--- src/rtl/mips_dbg_pkg.sv ---
// Shared types for the MIPS debug/run-control blocks.
package mips_dbg_pkg;

    localparam int NREG_MAX = 32;

    typedef enum logic [2:0] {
        ST_IDLE,
        ST_RESET,
        ST_RUN,
        ST_DUMP_ADDR,
        ST_DUMP_BEAT,
        ST_DONE
    } run_state_e;

endpackage

--- src/rtl/mips_run_ctrl.sv ---
// Run controller for the single-cycle MIPS core: repeated reset/run sequences with
// halt-PC / cycle-budget stop, then a valid/ready register-file dump via read port 3.
module mips_run_ctrl
    import mips_dbg_pkg::*;
#(
    parameter int PC_W       = 32,
    parameter int CYC_W      = 16,
    parameter int RUN_W      = 4,
    parameter int RST_CYCLES = 2,
    parameter int NREG       = 32,
    parameter int DUMP_EN    = 1
) (
    input  logic             clk,
    input  logic             rst,
    input  logic             start,
    input  logic [PC_W-1:0]  halt_pc,
    input  logic [CYC_W-1:0] max_cycles,
    input  logic [RUN_W-1:0] num_runs,
    input  logic [PC_W-1:0]  pc_current,
    input  logic [31:0]      rd3,
    input  logic             dump_ready,
    output logic             cpu_rst,
    output logic             cpu_en,
    output logic [4:0]       ra3,
    output logic             busy,
    output logic             done,
    output logic             halted,
    output logic             timeout,
    output logic [CYC_W-1:0] cycles,
    output logic [RUN_W-1:0] run_idx,
    output logic             dump_valid,
    output logic [4:0]       dump_idx,
    output logic [31:0]      dump_data
);

    localparam int         NREG_C   = (NREG > NREG_MAX) ? NREG_MAX : NREG;
    localparam logic [4:0] LAST_REG = 5'(NREG_C - 1);
    localparam int         RC_W     = (RST_CYCLES > 1) ? $clog2(RST_CYCLES) : 1;
    localparam logic [RC_W-1:0] RST_LAST = RC_W'(RST_CYCLES - 1);

    run_state_e       state_q, state_d;
    logic [RC_W-1:0]  rst_cnt_q, rst_cnt_d;
    logic [RUN_W-1:0] run_idx_q, run_idx_d;
    logic [CYC_W-1:0] cycles_q, cycles_d;
    logic             halted_q, halted_d;
    logic             timeout_q, timeout_d;
    logic [4:0]       dump_idx_q, dump_idx_d;
    logic             dump_valid_q, dump_valid_d;
    logic [31:0]      dump_data_q, dump_data_d;

    logic             halt_hit, budget_hit, last_run, run_en;
    logic [RUN_W-1:0] last_idx;

    assign halt_hit   = (pc_current == halt_pc);
    assign budget_hit = (cycles_q == max_cycles);
    assign last_idx   = (num_runs == '0) ? '0 : num_runs - 1'b1;
    assign last_run   = (run_idx_q == last_idx);

    always_comb begin
        state_d      = state_q;
        rst_cnt_d    = rst_cnt_q;
        run_idx_d    = run_idx_q;
        cycles_d     = cycles_q;
        halted_d     = halted_q;
        timeout_d    = timeout_q;
        dump_idx_d   = dump_idx_q;
        dump_valid_d = dump_valid_q;
        dump_data_d  = dump_data_q;
        run_en       = 1'b0;
        ra3          = '0;

        case (state_q)
            ST_IDLE, ST_DONE: begin
                if (start) begin
                    state_d    = ST_RESET;
                    rst_cnt_d  = '0;
                    run_idx_d  = '0;
                    cycles_d   = '0;
                    halted_d   = 1'b0;
                    timeout_d  = 1'b0;
                    dump_idx_d = '0;
                end
            end
            ST_RESET: begin
                if (rst_cnt_q == RST_LAST) begin
                    state_d  = ST_RUN;
                    cycles_d = '0;
                end else begin
                    rst_cnt_d = rst_cnt_q + 1'b1;
                end
            end
            ST_RUN: begin
                // PC match outranks the budget so max_cycles==0 with a matching PC is a clean halt
                if (halt_hit || budget_hit) begin
                    if (!halt_hit) timeout_d = 1'b1;
                    if (!last_run) begin
                        run_idx_d = run_idx_q + 1'b1;
                        rst_cnt_d = '0;
                        state_d   = ST_RESET;
                    end else begin
                        halted_d = halt_hit;
                        state_d  = (DUMP_EN != 0) ? ST_DUMP_ADDR : ST_DONE;
                    end
                end else begin
                    run_en = 1'b1;
                    if (cycles_q != '1) cycles_d = cycles_q + 1'b1;
                end
            end
            ST_DUMP_ADDR: begin
                ra3          = dump_idx_q;
                dump_data_d  = rd3;
                dump_valid_d = 1'b1;
                state_d      = ST_DUMP_BEAT;
            end
            ST_DUMP_BEAT: begin
                if (dump_valid_q && dump_ready) begin
                    dump_valid_d = 1'b0;
                    if (dump_idx_q == LAST_REG) begin
                        state_d = ST_DONE;
                    end else begin
                        dump_idx_d = dump_idx_q + 1'b1;
                        state_d    = ST_DUMP_ADDR;
                    end
                end
            end
            default: state_d = ST_IDLE;
        endcase
    end

    always_ff @(posedge clk) begin
        if (rst) begin
            state_q      <= ST_IDLE;
            rst_cnt_q    <= '0;
            run_idx_q    <= '0;
            cycles_q     <= '0;
            halted_q     <= 1'b0;
            timeout_q    <= 1'b0;
            dump_idx_q   <= '0;
            dump_valid_q <= 1'b0;
            dump_data_q  <= '0;
        end else begin
            state_q      <= state_d;
            rst_cnt_q    <= rst_cnt_d;
            run_idx_q    <= run_idx_d;
            cycles_q     <= cycles_d;
            halted_q     <= halted_d;
            timeout_q    <= timeout_d;
            dump_idx_q   <= dump_idx_d;
            dump_valid_q <= dump_valid_d;
            dump_data_q  <= dump_data_d;
        end
    end

    // The core must not advance in the cycle the controller itself is being reset
    assign cpu_en     = run_en && !rst;
    assign cpu_rst    = rst || (state_q == ST_RESET);
    assign busy       = (state_q != ST_IDLE) && (state_q != ST_DONE);
    assign done       = (state_q == ST_DONE);
    assign halted     = halted_q;
    assign timeout    = timeout_q;
    assign cycles     = cycles_q;
    assign run_idx    = run_idx_q;
    assign dump_valid = dump_valid_q;
    assign dump_idx   = dump_idx_q;
    assign dump_data  = dump_data_q;

endmodule
--- config.mk ---
export PLATFORM = sky130hd
export DESIGN_NAME = mips_run_ctrl
export DESIGN_NICKNAME = d
export VERILOG_FILES = /design/src/rtl/mips_dbg_pkg.sv /design/src/rtl/mips_run_ctrl.sv
export SDC_FILE = /design/constraint.sdc
export NUM_CORES = 1
export LEC_CHECK = 0
export ABC_CLOCK_PERIOD_IN_PS = 4000
export CAP_MARGIN = 20
export CORE_MARGIN = 1
export CORE_UTILIZATION = 35
export DETAILED_ROUTE_END_ITERATION = 10
export PLACE_DENSITY = 0.73
export SLEW_MARGIN = 20
export SYNTH_ARGS = -nofsm -noshare
export SYNTH_HDL_FRONTEND = slang
export SYNTH_SLANG_ARGS = --single-unit
--- constraint.sdc ---
create_clock -name clk -period 4 [get_ports clk]
set_input_delay 0.8 -clock clk [delete_from_list [all_inputs] [get_ports clk]]
set_output_delay 0.8 -clock clk [all_outputs]
set_load 0.02 [all_outputs]
==> metrics.txt, run 1 <==
clock skew 0.00614 ns; most frequent cell after synthesis nand2_1; total of max-cap violations 0; predominant post-synthesis flop cell dfxtp_1; Placed Cells 746; Area Overhead vs Synth 61.4%; final setup violation count 0; diodes inserted 0; worst-path maximum fanout 5; maximum VDD drop 214 uV; PostCTS Resize Cnt 0; DRC viols 0; Cell Count, Final, Fillers Out 762; CP arrival 2.88 ns; violation count after the first detailed-routing iteration 140; clk buf depth 2; Syn. warnings 0; layout cells sized above 1 5.88%; Post-synth EDFFs 0; Synth area leaders dfxtp_1, xnor2_1, nand2_1; leakage between 1.5 and 2 nW; Reg2Reg Launch Point cycles[15]$_SDFFE_PP0P_; Power Total 0.00168 W; Max stage delay on crit path between 0.5 and 0.6 ns; Layout Nets 748; die footprint roughly 11000 um2; Worst path most repeated cell clkdlybuf4s50_1; mapped cell area about 3500 um2; FMAX 272 MHz; pin count of the biggest net entering global routing 38; GRT Util Overall between 10% and 20%; Hold Crit Class reg2reg; initial antenna violation count 0; synthesized netlist cell count around 440; Clock transition at path regs 0.07 ns; Via Count roughly 3700; IO Port Bufs about 190; Async S/R FF share, synth 0%; dominant cell type by area after synthesis dfxtp_1; Vias/cell roughly 4.9; final WL between 10000 and 15000 um; # rows 36; min Tclk post-route about 3.7 ns; Buf/Inv on CP 2; number of fill cells between 900 and 1000; Rel. slew slack a little over half; root buf cell clkbuf_8; Cell Pwr Density ~290 nW/um2; wire length per cell 13.6 um; slowest library cell on the worst path clkdlybuf4s50_1; fin crit share around 92%; Syn Nets approximately 570; Routed Antenna Nets 0; Core Area around 9800 um2; post-synth cell types 51; number of buffers created by CTS 9; # H-tree levels 3; 1st-pass router iterations 4; critical path's top delay family buffers and inverters; CP Launch Point halt_pc[10]; Worst Tran Pin Value a little under 0.7 ns; sum of negative setup slack 0 ns; Seq cells post-synth 64; Placer Congestion between 0.8 and 0.9; RSZ-0062 raised after global routing no; Synth top cells by count nand2_1, dfxtp_1, a21oi_1; # clock sinks 64; Hold Startpoint dump_data[3]$_SDFFE_PP0P_; Synth top area share 36.1%; Initial Utilization 36.1%; io pins approximately 190; CP endpoint kind output port; cts hold-fix bufs 0; setup bufs post-CTS 0; die width 103 um; total gr overflow 0; sequential fraction of the synthesis area between 30% and 40%; clk_lat worst skew between 0.3 and 0.4 ns; kind of critical path in2out; Final Max Slew Viols 0; vias in the first global route about 3400; global-route wire length before repair about 16000 um; final hold violations 0; Fin Hold WS 0.455 ns; crit-path cells clkdlybuf4s50_1 > xnor2_1 > nand4_1 > nor4_2 > a21oi_4 > nand2_1 > nor2_1 > clkdlybuf4s50_1; status completed; die height approximately 100 um; CTS tree built; startpoint types primary input; mean post-synth cell area approximately 8 um2; HPWL after DPL a little over 8000 um; Critical Path RT between 3 and 4 ns
-- power by group --
part | switching, W | internal, W | leakage (nW)
registers | 0.0000385 | 0.000658 | 0.516
clock network | 0.000257 | 0.000287 | 0.0952
logic | 0.000196 | 0.000240 | 1.29
-- final timing paths --
check        slack [ns]  depth (start not counted)                   endpoint
min                0.45                          2  dump_data[3]$_SDFFE_PP0P_
max                0.32                          8                     cpu_en
max reg2reg        1.65                          8     cycles[5]$_SDFFE_PP0P_
min reg2reg        0.45                          2  dump_data[3]$_SDFFE_PP0P_
-- stage by stage --
step | utilization, % | setup WS, ns | instance area [um2]
final | 58.3 | 0.319 | 5730
after global routing | 58.3 | 0.171 | 5730
after detailed placement | 56.3 | 0.291 | 5530
after global placement | 56.3 | 0.331 | 5530
after CTS | 58.3 | 0.290 | 5730
after floorplan | - | 1.45 | 3550
-- registers in the layout (all words and copies together) (netlist names) --
| signal | flops |
|---|---|
| cycles | 16 |
| dump_data | 32 |
| dump_idx | 5 |
| dump_valid | 1 |
| halted | 1 |
| rst_cnt_q | 1 |
| run_idx | 4 |
| state_q | 3 |
| timeout | 1 |
-- routing by layer --
metal / global-route usage (%) / wire [um]
met1: 21.9 / 4210
met2: 34.9 / 5220
met3: 7.25 / 815
met4: 4.18 / 93
met5: 0 / 0
-- cell families (layout without fill, tap and decap cells) --
family / count (synthesis) / in the layout / share of synthesized area, %
simple gates: 188 / 188 / 26.8
compound gates: 97 / 97 / 16.3
flops: 64 / 64 / 36.1
xor+xnor: 55 / 55 / 13.6
buf+inv: 27 / 213 / 3.46
mux: 8 / 8 / 2.29
fa+ha+maj: 4 / 4 / 1.41
-- area by class of cell --
class	count	area [um2]	share of cell area (%)
clock buffers	9	124	2.16
clock inverters	7	72.6	1.27
inverters	4	15.0	0.262
multi-input cells	352	2150	37.5
flip-flops and latches	64	1280	22.4
well taps	133	166	2.91
repair buffers	193	1920	33.5
-- layout by cell type, fill, tap and decap left out, types with 7 or more instances in the layout --
cell type / synthesis / routed
clkdlybuf4s50_1: 0 / 188
nand2_1: 86 / 86
dfxtp_1: 64 / 64
a21oi_1: 55 / 55
xnor2_1: 50 / 50
nor2_1: 23 / 22
o21ai_0: 15 / 15
nand4_1: 13 / 13
nand3_1: 13 / 13
or3_1: 11 / 11
and2_1: 9 / 9
clkbuf_8: 0 / 9
mux2i_1: 7 / 7
-- tightest hold or removal path, delay by kind of cell, from the launching register on --
family / cells / cell delay, ns
AOI/OAI and AO/OA: 1 / 0.05
and+or+nand+nor: 1 / 0.05
DFF: 1 / 0.31
Note: power is estimated with default switching activity, not from simulation.
==> run 2, diff against run 1 <==
Settings changed: CORE_UTILIZATION 35 to 43, PLACE_DENSITY 0.73 to 0.87.
==> run 2 against run 1 <==
Effect of this change: clock power rose by 17%; sequential share of layout area barely moved; hold slack improved by 0.0031 ns; combinational power barely moved; highest routed layer unchanged; critical path depth did not move; non-clock buffer count rose by 1; clock skew rose by 0.0052 ns; register-to-register slack got worse by 0.10 ns.
==> metrics.txt, run 2 (synthesis gave the netlist of run 1 again) <==
status completed; Worst Tran Pin Value between 0.6 and 0.7 ns; pin count of the biggest net entering global routing 38; diodes inserted 0; root buf cell clkbuf_8; Max stage delay on crit path approximately 0.55 ns; Buf/Inv on CP 2; reg-to-reg critical path endpoint cycles[15]$_SDFFE_PP0P_; initial antenna violation count 0; final setup violation count 0; final hold violations 0; number of buffers created by CTS 9; layout cells sized above 1 between 6 and 7%; Hold Crit Class reg2reg; GRT Util Overall around a quarter; maximum VDD drop 203 uV; CTS tree built; CP arrival between 2 and 3 ns; worst-path maximum fanout 5; Placer Congestion approximately 0.84; total of max-cap violations 0; Routed Antenna Nets 0; final WL ~11000 um; global-route wire length before repair 17100 um; Cell Pwr Density approximately 310 nW/um2; critical path's top delay family buffers and inverters; Initial Utilization a little under half; wire length per cell about 14 um; DRC viols 0; Layout Nets roughly 750; setup slack, reg-to-reg ~1.6 ns; io pins between 150 and 200; kind of critical path in2out; register area around 1300 um2; startpoint types primary input; Area Overhead vs Synth 61.4%; Critical Path RT around 3.2 ns; most frequent cells in the layout clkdlybuf4s50_1, nand2_1, dfxtp_1; crit-path cells clkdlybuf4s50_1 > xnor2_1 > nand4_1 > nor4_2 > a21oi_4 > nand2_1 > nor2_1 > clkdlybuf4s50_1; Hold Startpoint dump_data[5]$_SDFFE_PP0P_; vias in the first global route around 3800; # rows 32; min Tclk post-route between 3 and 4 ns; # H-tree levels 3; PostCTS Resize Cnt 0; setup bufs post-CTS 0; commonest non-fill, non-tap cell in the layout clkdlybuf4s50_1; Fin Hold WS around 0.46 ns; Clock transition at path regs around 0.070 ns; WP depth 8; slowest library cell on the worst path clkdlybuf4s50_1; clk buf depth 2; Via Count around 3800; multi-input logic area 2150 um2; final instance area between 5000 and 6000 um2; cts hold-fix bufs 0; Rel. slew slack between 50% and 60%; WHS Path Cells 2; Hold EP dump_data[5]$_SDFFE_PP0P_; total gr overflow 0; Final Max Slew Viols 0; number of fill cells between 600 and 700; die height between 90 and 100 um; Register-to-Register Path Depth 7; Worst path most repeated cell clkdlybuf4s50_1; area post-placement about 5500 um2; sum of negative setup slack 0 ns; leakage approximately 1.9 nW; RSZ-0062 raised after global routing no; Vias/cell a little over 5; die width slightly above 90 um; IO Port Bufs between 150 and 200; FMAX about 270 MHz; Core Area 7850 um2; # clock sinks 64; max reg flops 32; die footprint 8620 um2; CP endpoint kind output port; clk_lat worst skew roughly 0.34 ns; Reg2Reg Launch Point state_q[2]$_SDFFE_PP0P_; violation count after the first detailed-routing iteration approximately 160; HPWL after DPL ~8200 um; fin crit share 93.6%; clock skew about 0.011 ns; 1st-pass router iterations 4
[run 2: cell count changes in the layout (fill, tap and decap cells not counted)]
cell,previous run,this run
clkinvlp_4,2,0
buf_4,5,6
bufinv_16,1,2
clkbuf_8,9,11
clkinv_4,2,1
[run 2: final cells by class]
type                    count  area share, %
clock buffers              11           2.64
well taps                 102           2.23
flip-flops and latches     64           22.4
clock inverters             5           1.38
multi-input cells         352           37.5
repair buffers            194           33.6
inverters                   4          0.262
[run 2: worst max-delay path by stage]
stage	from	to	slack, ns
finish	halt_pc[9]	cpu_en	0.26
global route	halt_pc[25]	cpu_en	0.15
CTS	halt_pc[9]	cpu_en	0.23
detailed placement	halt_pc[9]	cpu_en	0.23
global placement	halt_pc[25]	cpu_en	0.29
floorplan	halt_pc[17]	cpu_en	1.45
[run 2: power breakdown]
group,internal (W),total [W],switching (W)
Clock,0.000384,0.000637,0.000253
Sequential,0.000658,0.000696,0.0000380
Combinational,0.000241,0.000439,0.000198
[run 2: layer usage]
layer | global-route usage [%] | wire [um] | vias up
met5 | 0 | 0 | -
met4 | 10.4 | 230 | 0
li1 | - | - | 1897
met1 | 27.7 | 4240 | 1730
met2 | 44.9 | 5420 | 142
met3 | 5.25 | 616 | 19
[run 2: metrics by stage]
stage | instances | worst slack [ns] | util, % | power (W)
after detailed placement | 716 | 0.234 | 70.1 | 0.00115
after global placement | 716 | 0.294 | 70.1 | 0.00114
after CTS | 732 | 0.227 | 73.0 | 0.00178
after floorplan | 443 | 1.45 | - | 0.000939
final | 732 | 0.257 | 73.0 | 0.00177
after global routing | 732 | 0.148 | 73.0 | 0.00185
[run 2: worst reg2reg max path, delay by kind of cell (launching register included)]
kind / cells / cell delay [ns]
compound gates: 4 / 0.76
buf+inv: 1 / 0.22
flops: 1 / 0.74
mux: 1 / 0.16
simple gates: 1 / 0.51
